==> src/rtl/song_menu_fsm_if.sv <==
// Front-end bus between the button/scoring side and the song menu controller.
// The master drives buttons and final scores; the slave returns menu and score display state.
interface song_menu_fsm_if #(
   parameter int NUM_SONGS = 4,
   parameter int SCORE_W   = 18,
   parameter int CHARS     = 6
);
   localparam int SEL_W = $clog2(NUM_SONGS);

   logic                 up;
   logic                 down;
   logic                 enter;
   logic                 abort;
   logic                 done;
   logic [SCORE_W-1:0]   score_bin;
   logic [8*CHARS-1:0]   score_ascii;

   logic [SEL_W-1:0]     menu_sel;
   logic                 in_game;
   logic                 reset_comp;
   logic [SEL_W-1:0]     song;
   logic [8*CHARS-1:0]   high_score;
   logic                 new_record;

   modport master (
      output up, down, enter, abort, done, score_bin, score_ascii,
      input  menu_sel, in_game, reset_comp, song, high_score, new_record
   );

   modport slave (
      input  up, down, enter, abort, done, score_bin, score_ascii,
      output menu_sel, in_game, reset_comp, song, high_score, new_record
   );
endinterface

==> src/rtl/song_menu_fsm.sv <==
// Song-select menu and per-song high-score table: edge-detected buttons drive the
// highlight, a game runs START->PLAY, and COMMIT records strictly better scores.
module song_menu_fsm #(
   parameter int NUM_SONGS = 4,
   parameter int SCORE_W   = 18,
   parameter int CHARS     = 6,
   parameter bit WRAP      = 1'b1
) (
   input  logic              clk,
   input  logic              reset,
   song_menu_fsm_if.slave    bus
);
   localparam int SEL_W = $clog2(NUM_SONGS);
   localparam int TXT_W = 8 * CHARS;
   localparam logic [SEL_W-1:0] LAST      = SEL_W'(NUM_SONGS - 1);
   localparam logic [TXT_W-1:0] ZERO_TEXT = {CHARS{8'h30}};

   typedef enum logic [1:0] {MENU, START, PLAY, COMMIT} state_t;

   state_t               state;
   logic [SEL_W-1:0]     menu_sel;
   logic [SEL_W-1:0]     song;
   logic                 in_game;
   logic                 reset_comp;
   logic                 new_record;
   logic [TXT_W-1:0]     high_score;
   logic                 u_q, d_q, e_q;
   logic [SCORE_W-1:0]   score_bin_q;
   logic [TXT_W-1:0]     score_ascii_q;
   logic [SCORE_W-1:0]   table_bin   [NUM_SONGS];
   logic [TXT_W-1:0]     table_ascii [NUM_SONGS];

   logic                 up_edge, down_edge, enter_edge;
   logic [SEL_W-1:0]     sel_prev, sel_next;

   assign up_edge    = bus.up    & ~u_q;
   assign down_edge  = bus.down  & ~d_q;
   assign enter_edge = bus.enter & ~e_q;

   // NOTE: every variable written in always_comb gets a default first, so no path can infer a latch.
   always_comb begin
      sel_prev = menu_sel - SEL_W'(1);
      sel_next = menu_sel + SEL_W'(1);
      if (menu_sel == '0)
         sel_prev = WRAP ? LAST : '0;
      if (menu_sel == LAST)
         sel_next = WRAP ? '0 : LAST;
   end

   // NOTE: state is updated with non-blocking assignments so every register samples pre-edge values.
   always_ff @(posedge clk) begin
      if (reset) begin
         state         <= MENU;
         menu_sel      <= '0;
         song          <= '0;
         in_game       <= 1'b0;
         reset_comp    <= 1'b0;
         new_record    <= 1'b0;
         high_score    <= ZERO_TEXT;
         u_q           <= 1'b0;
         d_q           <= 1'b0;
         e_q           <= 1'b0;
         score_bin_q   <= '0;
         score_ascii_q <= ZERO_TEXT;
         // NOTE: the score table is a small register array and must be reset, unlike a RAM.
         for (int i = 0; i < NUM_SONGS; i++) begin
            table_bin[i]   <= '0;
            table_ascii[i] <= ZERO_TEXT;
         end
      end else begin
         u_q        <= bus.up;
         d_q        <= bus.down;
         e_q        <= bus.enter;
         reset_comp <= 1'b0;
         new_record <= 1'b0;

         unique case (state)
            MENU: begin
               high_score <= table_ascii[menu_sel];
               if (enter_edge) begin
                  state      <= START;
                  song       <= menu_sel;
                  in_game    <= 1'b1;
                  reset_comp <= 1'b1;
               end else if (up_edge && !down_edge) begin
                  menu_sel <= sel_prev;
               end else if (down_edge && !up_edge) begin
                  menu_sel <= sel_next;
               end
            end

            START: begin
               state <= PLAY;
            end

            PLAY: begin
               // done outranks abort so a finishing game is always scored
               if (bus.done) begin
                  score_bin_q   <= bus.score_bin;
                  score_ascii_q <= bus.score_ascii;
                  state         <= COMMIT;
                  in_game       <= 1'b0;
               end else if (bus.abort) begin
                  state   <= MENU;
                  in_game <= 1'b0;
               end
            end

            COMMIT: begin
               if (score_bin_q > table_bin[song]) begin
                  table_bin[song]   <= score_bin_q;
                  table_ascii[song] <= score_ascii_q;
                  new_record        <= 1'b1;
               end
               menu_sel <= song;
               state    <= MENU;
            end

            default: state <= MENU;
         endcase
      end
   end

   assign bus.menu_sel   = menu_sel;
   assign bus.in_game    = in_game;
   assign bus.reset_comp = reset_comp;
   assign bus.song       = song;
   assign bus.high_score = high_score;
   assign bus.new_record = new_record;
endmodule

==> src/flat_wrapper.sv <==
// flat-port wrapper written by rule: the top's interface ports become plain ports
module song_menu_fsm_flat 
#(
   parameter int NUM_SONGS = 4,
   parameter int SCORE_W   = 18,
   parameter int CHARS     = 6,
   parameter bit WRAP      = 1'b1
)
  (clk, reset, bus_up, bus_down, bus_enter, bus_abort, bus_done, bus_score_bin, bus_score_ascii, bus_menu_sel, bus_in_game, bus_reset_comp, bus_song, bus_high_score, bus_new_record);
  song_menu_fsm_if #(.NUM_SONGS(NUM_SONGS), .SCORE_W(SCORE_W), .CHARS(CHARS)) bus_i ();
  input  logic clk;
  input  logic reset;
  input wire logic [$bits(bus_i.up)-1:0] bus_up;
  input wire logic [$bits(bus_i.down)-1:0] bus_down;
  input wire logic [$bits(bus_i.enter)-1:0] bus_enter;
  input wire logic [$bits(bus_i.abort)-1:0] bus_abort;
  input wire logic [$bits(bus_i.done)-1:0] bus_done;
  input wire logic [$bits(bus_i.score_bin)-1:0] bus_score_bin;
  input wire logic [$bits(bus_i.score_ascii)-1:0] bus_score_ascii;
  output wire logic [$bits(bus_i.menu_sel)-1:0] bus_menu_sel;
  output wire logic [$bits(bus_i.in_game)-1:0] bus_in_game;
  output wire logic [$bits(bus_i.reset_comp)-1:0] bus_reset_comp;
  output wire logic [$bits(bus_i.song)-1:0] bus_song;
  output wire logic [$bits(bus_i.high_score)-1:0] bus_high_score;
  output wire logic [$bits(bus_i.new_record)-1:0] bus_new_record;
  assign bus_i.up = bus_up;
  assign bus_i.down = bus_down;
  assign bus_i.enter = bus_enter;
  assign bus_i.abort = bus_abort;
  assign bus_i.done = bus_done;
  assign bus_i.score_bin = bus_score_bin;
  assign bus_i.score_ascii = bus_score_ascii;
  assign bus_menu_sel = bus_i.menu_sel;
  assign bus_in_game = bus_i.in_game;
  assign bus_reset_comp = bus_i.reset_comp;
  assign bus_song = bus_i.song;
  assign bus_high_score = bus_i.high_score;
  assign bus_new_record = bus_i.new_record;
  song_menu_fsm #(.NUM_SONGS(NUM_SONGS), .SCORE_W(SCORE_W), .CHARS(CHARS), .WRAP(WRAP)) u_core (.clk(clk), .reset(reset), .bus(bus_i));
endmodule
==> config.mk <==
export PLATFORM = sky130hd
export DESIGN_NAME = song_menu_fsm_flat
export DESIGN_NICKNAME = d
export VERILOG_FILES = /design/src/rtl/song_menu_fsm_if.sv /design/src/rtl/song_menu_fsm.sv /design/src/flat_wrapper.sv
export SDC_FILE = /design/constraint.sdc
export NUM_CORES = 1
export LEC_CHECK = 0
export BUFFER_PORTS_ARGS = -buffer_cell sky130_fd_sc_hd__buf_2
export CAP_MARGIN = 10
export CORE_MARGIN = 3
export CORE_UTILIZATION = 39
export DETAILED_ROUTE_END_ITERATION = 6
export HOLD_SLACK_MARGIN = 0.12
export PLACE_DENSITY = 0.56
export SKIP_LAST_GASP = 1
export SLEW_MARGIN = 0
export SYNTH_ARGS = -nofsm -noshare
export SYNTH_HDL_FRONTEND = slang
export SYNTH_SLANG_ARGS = --single-unit
==> constraint.sdc <==
create_clock -name clk -period 8.65 [get_ports clk]
set_input_delay 0.4325 -clock clk [delete_from_list [all_inputs] [get_ports clk]]
set_output_delay 0.4325 -clock clk [all_outputs]
set_load 0.05 [all_outputs]
==> metrics.txt, run 1 <==
result of the run=finished, final reports clean; I/O pin count=128; proportion of synthesized chip area in sequential cells=61.0%; kind of critical path=register to register; number of diodes added for antenna fixing=0; remaining antenna violation count=0; count of different cell masters after synthesis=45; routed length per instance=19.1 um; min-delay worst type=primary input to register; switching component of the power=1430 uW; aggregate global-route resource usage=17.3%; warnings from Yosys=0; number of filler cells placed in the layout=4013; clock input transition at the sequential cells of the worst setup and hold paths=60 ps; Placer Congestion=0.750; slew at the pin with the worst max-slew slack=1110 ps; Die Height=216 um; Placeable Area=43400 sq um; P&R area growth vs syn=17.4%; signal arrival time at the worst endpoint=4980 ps; Tcrit/Tclk final=54.6%; depth of the CTS H-tree=2; cell count after placement=1954; detailed-route vias per instance=5.20; critical path capture point type=register; die width=216 um; final routed DRC violation total=0; aggregate global routing overflow=0; Crit Reg-Reg Endpoint=u_core.table_bin[1][5]; leading post-synthesis cells by cell area=edfxtp_1 46%, dfxtp_1 15%, mux4_2 8.6%; share of flip-flops with an asynchronous set or reset after synthesis=0%; end point of the critical path=u_core.table_bin[1][5]; TritonCTS clock tree=done; Leak=0.00668 uW; global-route wire length before repair=64100 um; primary flip-flop cell chosen by synthesis mapping=edfxtp_1; Power Dens Cells=245 nW/um^2; clock latency on the worst-skew pair=570 ps; final count of pins violating max slew=0; largest net degree at the start of global routing=99; Syn Inst Count=1348; clock root buffer=clkbuf_16; count of input and output buffers=127; relative contribution of the clock network to total power=36.3%; multi-input logic area=6060 sq um; combinational power share=19.7%; post-CTS setup buffer count=0; Worst R2R Setup Slack=3930 ps; Critical Path Start Type=register; fraction of final layout cells sized beyond drive strength 1=22.4%; largest area contributor in the netlist=edfxtp_1; number of synthesized flops with an enable pin=264; fin nets=1573; aggregate negative setup slack=0 ps; TritonCTS buffer count=43; cts repair resizes=0; final critical delay including setup and external delays=4720 ps; total die area=46700 sq um; syn avg cell area=12.8 sq um; total setup violations reported at the end of the flow=0; final wirelength=40000 um; DR pass1 iterations=6; worst setup skew after layout=15.8 ps; RSZ-0062 raised after global routing=no; initial antenna violation count=0; Max Buffers Root-to-Sink=3; detailed router's first-iteration violation count=683; max-cap check violation count=0; HPWL reported at the end of detailed placement=22300 um; fraction of post-synthesis cell area in the top cell type by area=46.1%; number of synthesized register bits=392; Worst Path Required=8900 ps; vias=10900; Max VDD drop=112 uV; number of cells traversed by the worst register-to-register path=10; Syn Std Cell Area=17200 sq um; hold-fix buffers at CTS=62; critical path peak fanout=83; Net Count, Synth=1445; maximum achievable frequency=212 MHz; switching share of total power=29.0%; Row Count=76; Initial Util=39.7%; FF+latch area=10500 sq um; number of hold violations in the final report=0; cell-internal power=3510 uW; post-route non-filler standard cell count=2096; sequential group share of total power=44.0%; vias in the first global route=11600; tightest slew margin relative to the limit=26.3%; clock tree sinks=392
[worst min-delay path by stage]
stage,end,from,cells after the start
floorplan,u_core.score_ascii_q[0],u_core.score_ascii_q[0],2
global placement,u_core.score_ascii_q[32],u_core.score_ascii_q[32],2
detailed placement,u_core.score_ascii_q[38],u_core.score_ascii_q[38],2
CTS,u_core.score_ascii_q[7],bus_score_ascii[7],3
global route,u_core.score_ascii_q[7],bus_score_ascii[7],3
finish,u_core.score_ascii_q[7],bus_score_ascii[7],3
[sequential cells by signal, indices dropped and copies added, names as in the netlist, named ones only]
register / cells
u_core.bus.reset_comp: 1
u_core.bus.high_score: 48
u_core.u_q: 1
u_core.bus.new_record: 1
u_core.d_q: 1
u_core.table_bin: 72
u_core.bus.menu_sel: 2
u_core.bus.in_game: 1
u_core.bus.song: 2
u_core.table_ascii: 192
u_core.e_q: 1
u_core.state: 2
u_core.score_bin_q: 18
u_core.score_ascii_q: 48
[layout by cell type (no fill, tap or decap), drive strengths merged, types with 2 or more instances in the layout]
cell type	instances
a211o	12
a21oi	68
a31o	2
buf	148
bufinv	2
clkbuf	67
clkinv	9
dfxtp	128
dlygate4sd3	62
edfxtp	264
ha	24
inv	28
mux2i	36
mux4	66
nand2	145
nand2b	57
nand3	18
nand3b	35
nand4	17
nand4b	2
nor2	55
nor2b	20
nor3	164
nor4	53
o2111ai	2
o211ai	3
o21ai	8
o21bai	2
or4	2
[metrics by stage]
step	utilization (%)	setup WS, ps	total power [uW]	hold WS, ps	cell area, sq um
finish	46.6	3930	4950	141	20200
global route	46.6	3610	5150	141	20200
CTS	46.6	3860	5020	126	20200
detailed placement	41.9	3860	3190	448	18200
global placement	41.9	3990	3170	443	18200
floorplan	-	2280	2950	437	17200
[cells by family (layout without fill, tap and decap cells)]
kind of cell / count (synthesis) / after routing / share of synthesized area (%)
fa+ha+maj: 24 / 24 / 1.75
compound gates: 105 / 105 / 3.63
mux: 102 / 102 / 10.7
flops: 392 / 392 / 61.0
xor+xnor: 2 / 2 / 0.102
buf+inv: 153 / 316 / 4.31
simple gates: 570 / 570 / 18.5
[critical path, stage by stage (launching register included)]
cell and delay [ps]:
dfxtp_1 920, mux4_2 410, inv_1 70, ha_1 250, nand4_1 210, nor3_1 90
a221oi_1 420, o211a_4 690, buf_4 850, o21bai_4 130, buf_4 330
[layout make-up]
type                            count  area share [%]
Sequential cell                   392            52.0
Inverter                           26           0.483
Multi-Input combinational cell    803            30.0
Timing Repair Buffer              210            7.03
Tap cell                          585            3.62
Clock inverter                     13           0.663
Clock buffer                       67            6.23
[power by group through the flow]
stage	Sequential, uW	Clock, uW	Combinational (uW)
after global routing	2190	1910	1050
after detailed placement	2220	0	971
after CTS	2180	1840	995
after floorplan	2390	0	558
after global placement	2210	0	961
final	2170	1800	974
[synthesized netlist by cell type (2+ instances only)]
cell and instances:
mux2i_1 36, nor2b_1 20, nand4_1 16, nand3_1 18, a21oi_1 68, ha_1 24, nor4_1 9, nor2_1 55
nand3b_1 35, buf_1 7, a31o_2 2, nand2_1 145, nor3_1 164, dfxtp_1 128, o211ai_1 3, or4_1 2
buf_6 16, nor4_2 43, clkbuf_1 68, edfxtp_1 264, nand4b_1 2, o2111ai_1 2, o21ai_0 7, mux4_2 66
buf_2 35, a211o_1 12, inv_1 26, nand2b_1 57, o21bai_1 2
[layer usage]
layer / up-vias / GRT usage, % / share of wire, %
met3: 54 / 2.58 / 4.1
met5: - / 0 / 0
met4: 0 / 5.47 / 2.2
met1: 5382 / 21.7 / 43
li1: 5257 / - / -
met2: 205 / 31.0 / 51
Power figures use the tool's default switching activity.
==> run 2, diff against run 1 <==
==> constraint.sdc (replaced) <==
create_clock -name clk -period 4.37 [get_ports clk]
set_input_delay 0.2185 -clock clk [delete_from_list [all_inputs] [get_ports clk]]
set_output_delay 0.2185 -clock clk [all_outputs]
set_load 0.05 [all_outputs]
==> run 2 against run 1 <==
Cell area rose by 1.3%. Core utilization grew 0.60 points. Clock-buffer cell count fell by 12. Clock skew down 1.2 ps. Worst hold slack improved by 57 ps. First-iteration DRC count grew 23%. Final cell count up 0.95%. Clock power increased by 88%. Critical path type unchanged.
==> metrics.txt, run 2 (synthesis gave the netlist of run 1 again) <==
result of the run=finished, final reports clean (unchanged); detailed-route vias per instance=5.27 (was 5.20); clock input transition at the sequential cells of the worst setup and hold paths=60 ps (about the same); Max Buffers Root-to-Sink=3 (unchanged); aggregate negative setup slack=0 ps (unchanged); family with the most delay on the worst path=compound AO/OA/AOI/OAI gates (was buffers and inverters); highest-count cells in the layout ignoring fill and taps=264 x edfxtp_1, 164 x nor3_1, 144 x nand2_1, 126 x dfxtp_1, 126 x buf_2 (unchanged); cell-internal power=6790 uW (was 3510 uW); detailed router's first-iteration violation count=841 (was 683); cts repair resizes=0 (unchanged); Row Count=76 (unchanged); Worst Path Required=4620 ps (was 8900 ps); cell-by-cell listing of the critical path=buf_4 -> mux4_2 -> inv_1 -> ha_1 -> nand4_2 -> nor4_4 -> o21ai_1 -> o211ai_1 -> a41o_4 -> buf_4 (was mux4_2 -> inv_1 -> ha_1 -> nand4_1 -> nor3_1 -> a221oi_1 -> o211a_4 -> buf_4 -> o21bai_4 -> buf_4); final routed DRC violation total=0 (unchanged); register with the most flip-flops=u_core.table_ascii (unchanged); routed length per instance=19.4 um (was 19.1 um); DR pass1 iterations=5 (was 6); Placeable Area=43400 sq um (unchanged); tightest slew margin relative to the limit=23.7% (was 26.3%); vias in the first global route=11500 (was 11600); min-delay worst type=primary input to register (unchanged); critical path buffer and inverter count=3 (unchanged); depth of the CTS H-tree=2 (unchanged); switching share of total power=29.7% (was 29.0%); HPWL reported at the end of detailed placement=23300 um (was 22300 um); Critical Path Start Type=register (unchanged); multi-input logic area=6060 sq um (unchanged); number of flip-flops under the largest register name=192 (unchanged); Die Height=216 um (unchanged); cell repeated most along the worst path=buf_4 (unchanged); Power Dens Cells=472 nW/um^2 (was 245 nW/um^2); largest stage delay on the critical path=580 ps (was 920 ps); final count of pins violating max slew=0 (unchanged); worst setup skew after layout=14.6 ps (was 15.8 ps); combinational power share=19.9% (was 19.7%); critical path capture point type=register (unchanged); aggregate global-route resource usage=17.5% (was 17.3%); clock latency on the worst-skew pair=560 ps (was 570 ps); post-CTS setup buffer count=0 (unchanged); initial antenna violation count=0 (unchanged); critical path peak fanout=25 (was 83); slowest stage cell on the critical path=dfxtp_1 (unchanged); Tcrit/Tclk final=84.5% (was 54.6%); total die area=46700 sq um (unchanged); clock root buffer=clkbuf_16 (unchanged); FF+latch area=10500 sq um (unchanged); total setup violations reported at the end of the flow=0 (unchanged); remaining antenna violation count=0 (unchanged); I/O pin count=128 (unchanged); Max VDD drop=220 uV (was 112 uV); number of filler cells placed in the layout=3964 (was 4013); total power of the final layout=9660 uW (was 4950 uW); fraction of final layout cells sized beyond drive strength 1=22.8% (was 22.4%); final wirelength=41200 um (was 40000 um); RSZ-0062 raised after global routing=no (unchanged); signal arrival time at the worst endpoint=3950 ps (was 4980 ps); vias=11200 (was 10900); kind of critical path=register to register (unchanged); largest registers=u_core.table_ascii x192, u_core.table_bin x72 (unchanged); number of hold violations in the final report=0 (unchanged); TritonCTS buffer count=43 (unchanged); largest net degree at the start of global routing=111 (was 99); switching component of the power=2870 uW (was 1430 uW); slew at the pin with the worst max-slew slack=1140 ps (was 1110 ps); Leak=0.00681 uW (was 0.00668 uW); number of diodes added for antenna fixing=0 (unchanged); commonest non-fill, non-tap cell in the layout=edfxtp_1 (unchanged); count of input and output buffers=127 (unchanged); hold-fix buffers at CTS=72 (was 62); fin nets=1593 (was 1573); relative contribution of the clock network to total power=35.0% (was 36.3%); max-cap check violation count=0 (unchanged); aggregate global routing overflow=0 (unchanged); Initial Util=39.7% (unchanged); final critical delay including setup and external delays=3690 ps (was 4720 ps); Placer Congestion=0.764 (was 0.750); sequential group share of total power=45.1% (was 44.0%); global-route wire length before repair=64900 um (was 64100 um); clock tree sinks=392 (unchanged); TritonCTS clock tree=done (unchanged); maximum achievable frequency=271 MHz (was 212 MHz); P&R area growth vs syn=18.9% (was 17.4%); die width=216 um (unchanged)
-- run 2: power by group through the flow --
stage                     clock, uW  combinational, uW  sequential (uW)
after detailed placement          0               1890             4450
after floorplan                   0               1110             4720
final                          3380               1920             4360
after CTS                      3470               1950             4370
after global routing           3610               2070             4400
after global placement            0               1890             4440
-- run 2: path summary, 6_finish.rpt --
kind,from,end,slack [ps],cells past startpoint
max,register,u_core.table_ascii[3][16],680,10
min,bus_done,u_core.state[0],200,5
max reg2reg,register,u_core.table_ascii[3][16],680,10
min reg2reg,u_core.score_ascii_q[6],u_core.score_ascii_q[6],450,2
-- run 2: area by class of cell --
cell class	count	area share, %
tap	585	3.58
sequential	392	51.3
timing repair buffer	230	8.59
clock inverter	25	0.673
multi-input combinational	803	29.6
clock buffer	55	5.76
inverter	26	0.477
-- run 2: per-layer routing --
metal | part of all wire, % | vias to the layer above | track usage, %
li1 | - | 5292 | -
met1 | 44 | 5573 | 23.1
met2 | 49 | 226 | 30.0
met3 | 4.0 | 61 | 2.48
met4 | 2.6 | 0 | 5.84
met5 | 0 | - | 0
-- run 2: per-stage QoR --
step	util [%]	cell area, sq um	worst slack [ps]	hold WS [ps]	instances
finish	47.2	20500	677	198	2116
global placement	42.5	18400	685	436	1964
CTS	47.2	20500	636	172	2116
global route	47.2	20500	421	234	2116
floorplan	-	17200	139	342	1348
detailed placement	42.5	18400	631	440	1964
-- run 2: worst register-to-register path, stage by stage, from the launching register on --
cell and delay (ps):
dfxtp_1 580, buf_4 310, mux4_2 210, inv_1 40, ha_1 320, nand4_2 210
nor4_4 430, o21ai_1 170, o211ai_1 240, a41o_4 580, buf_4 320
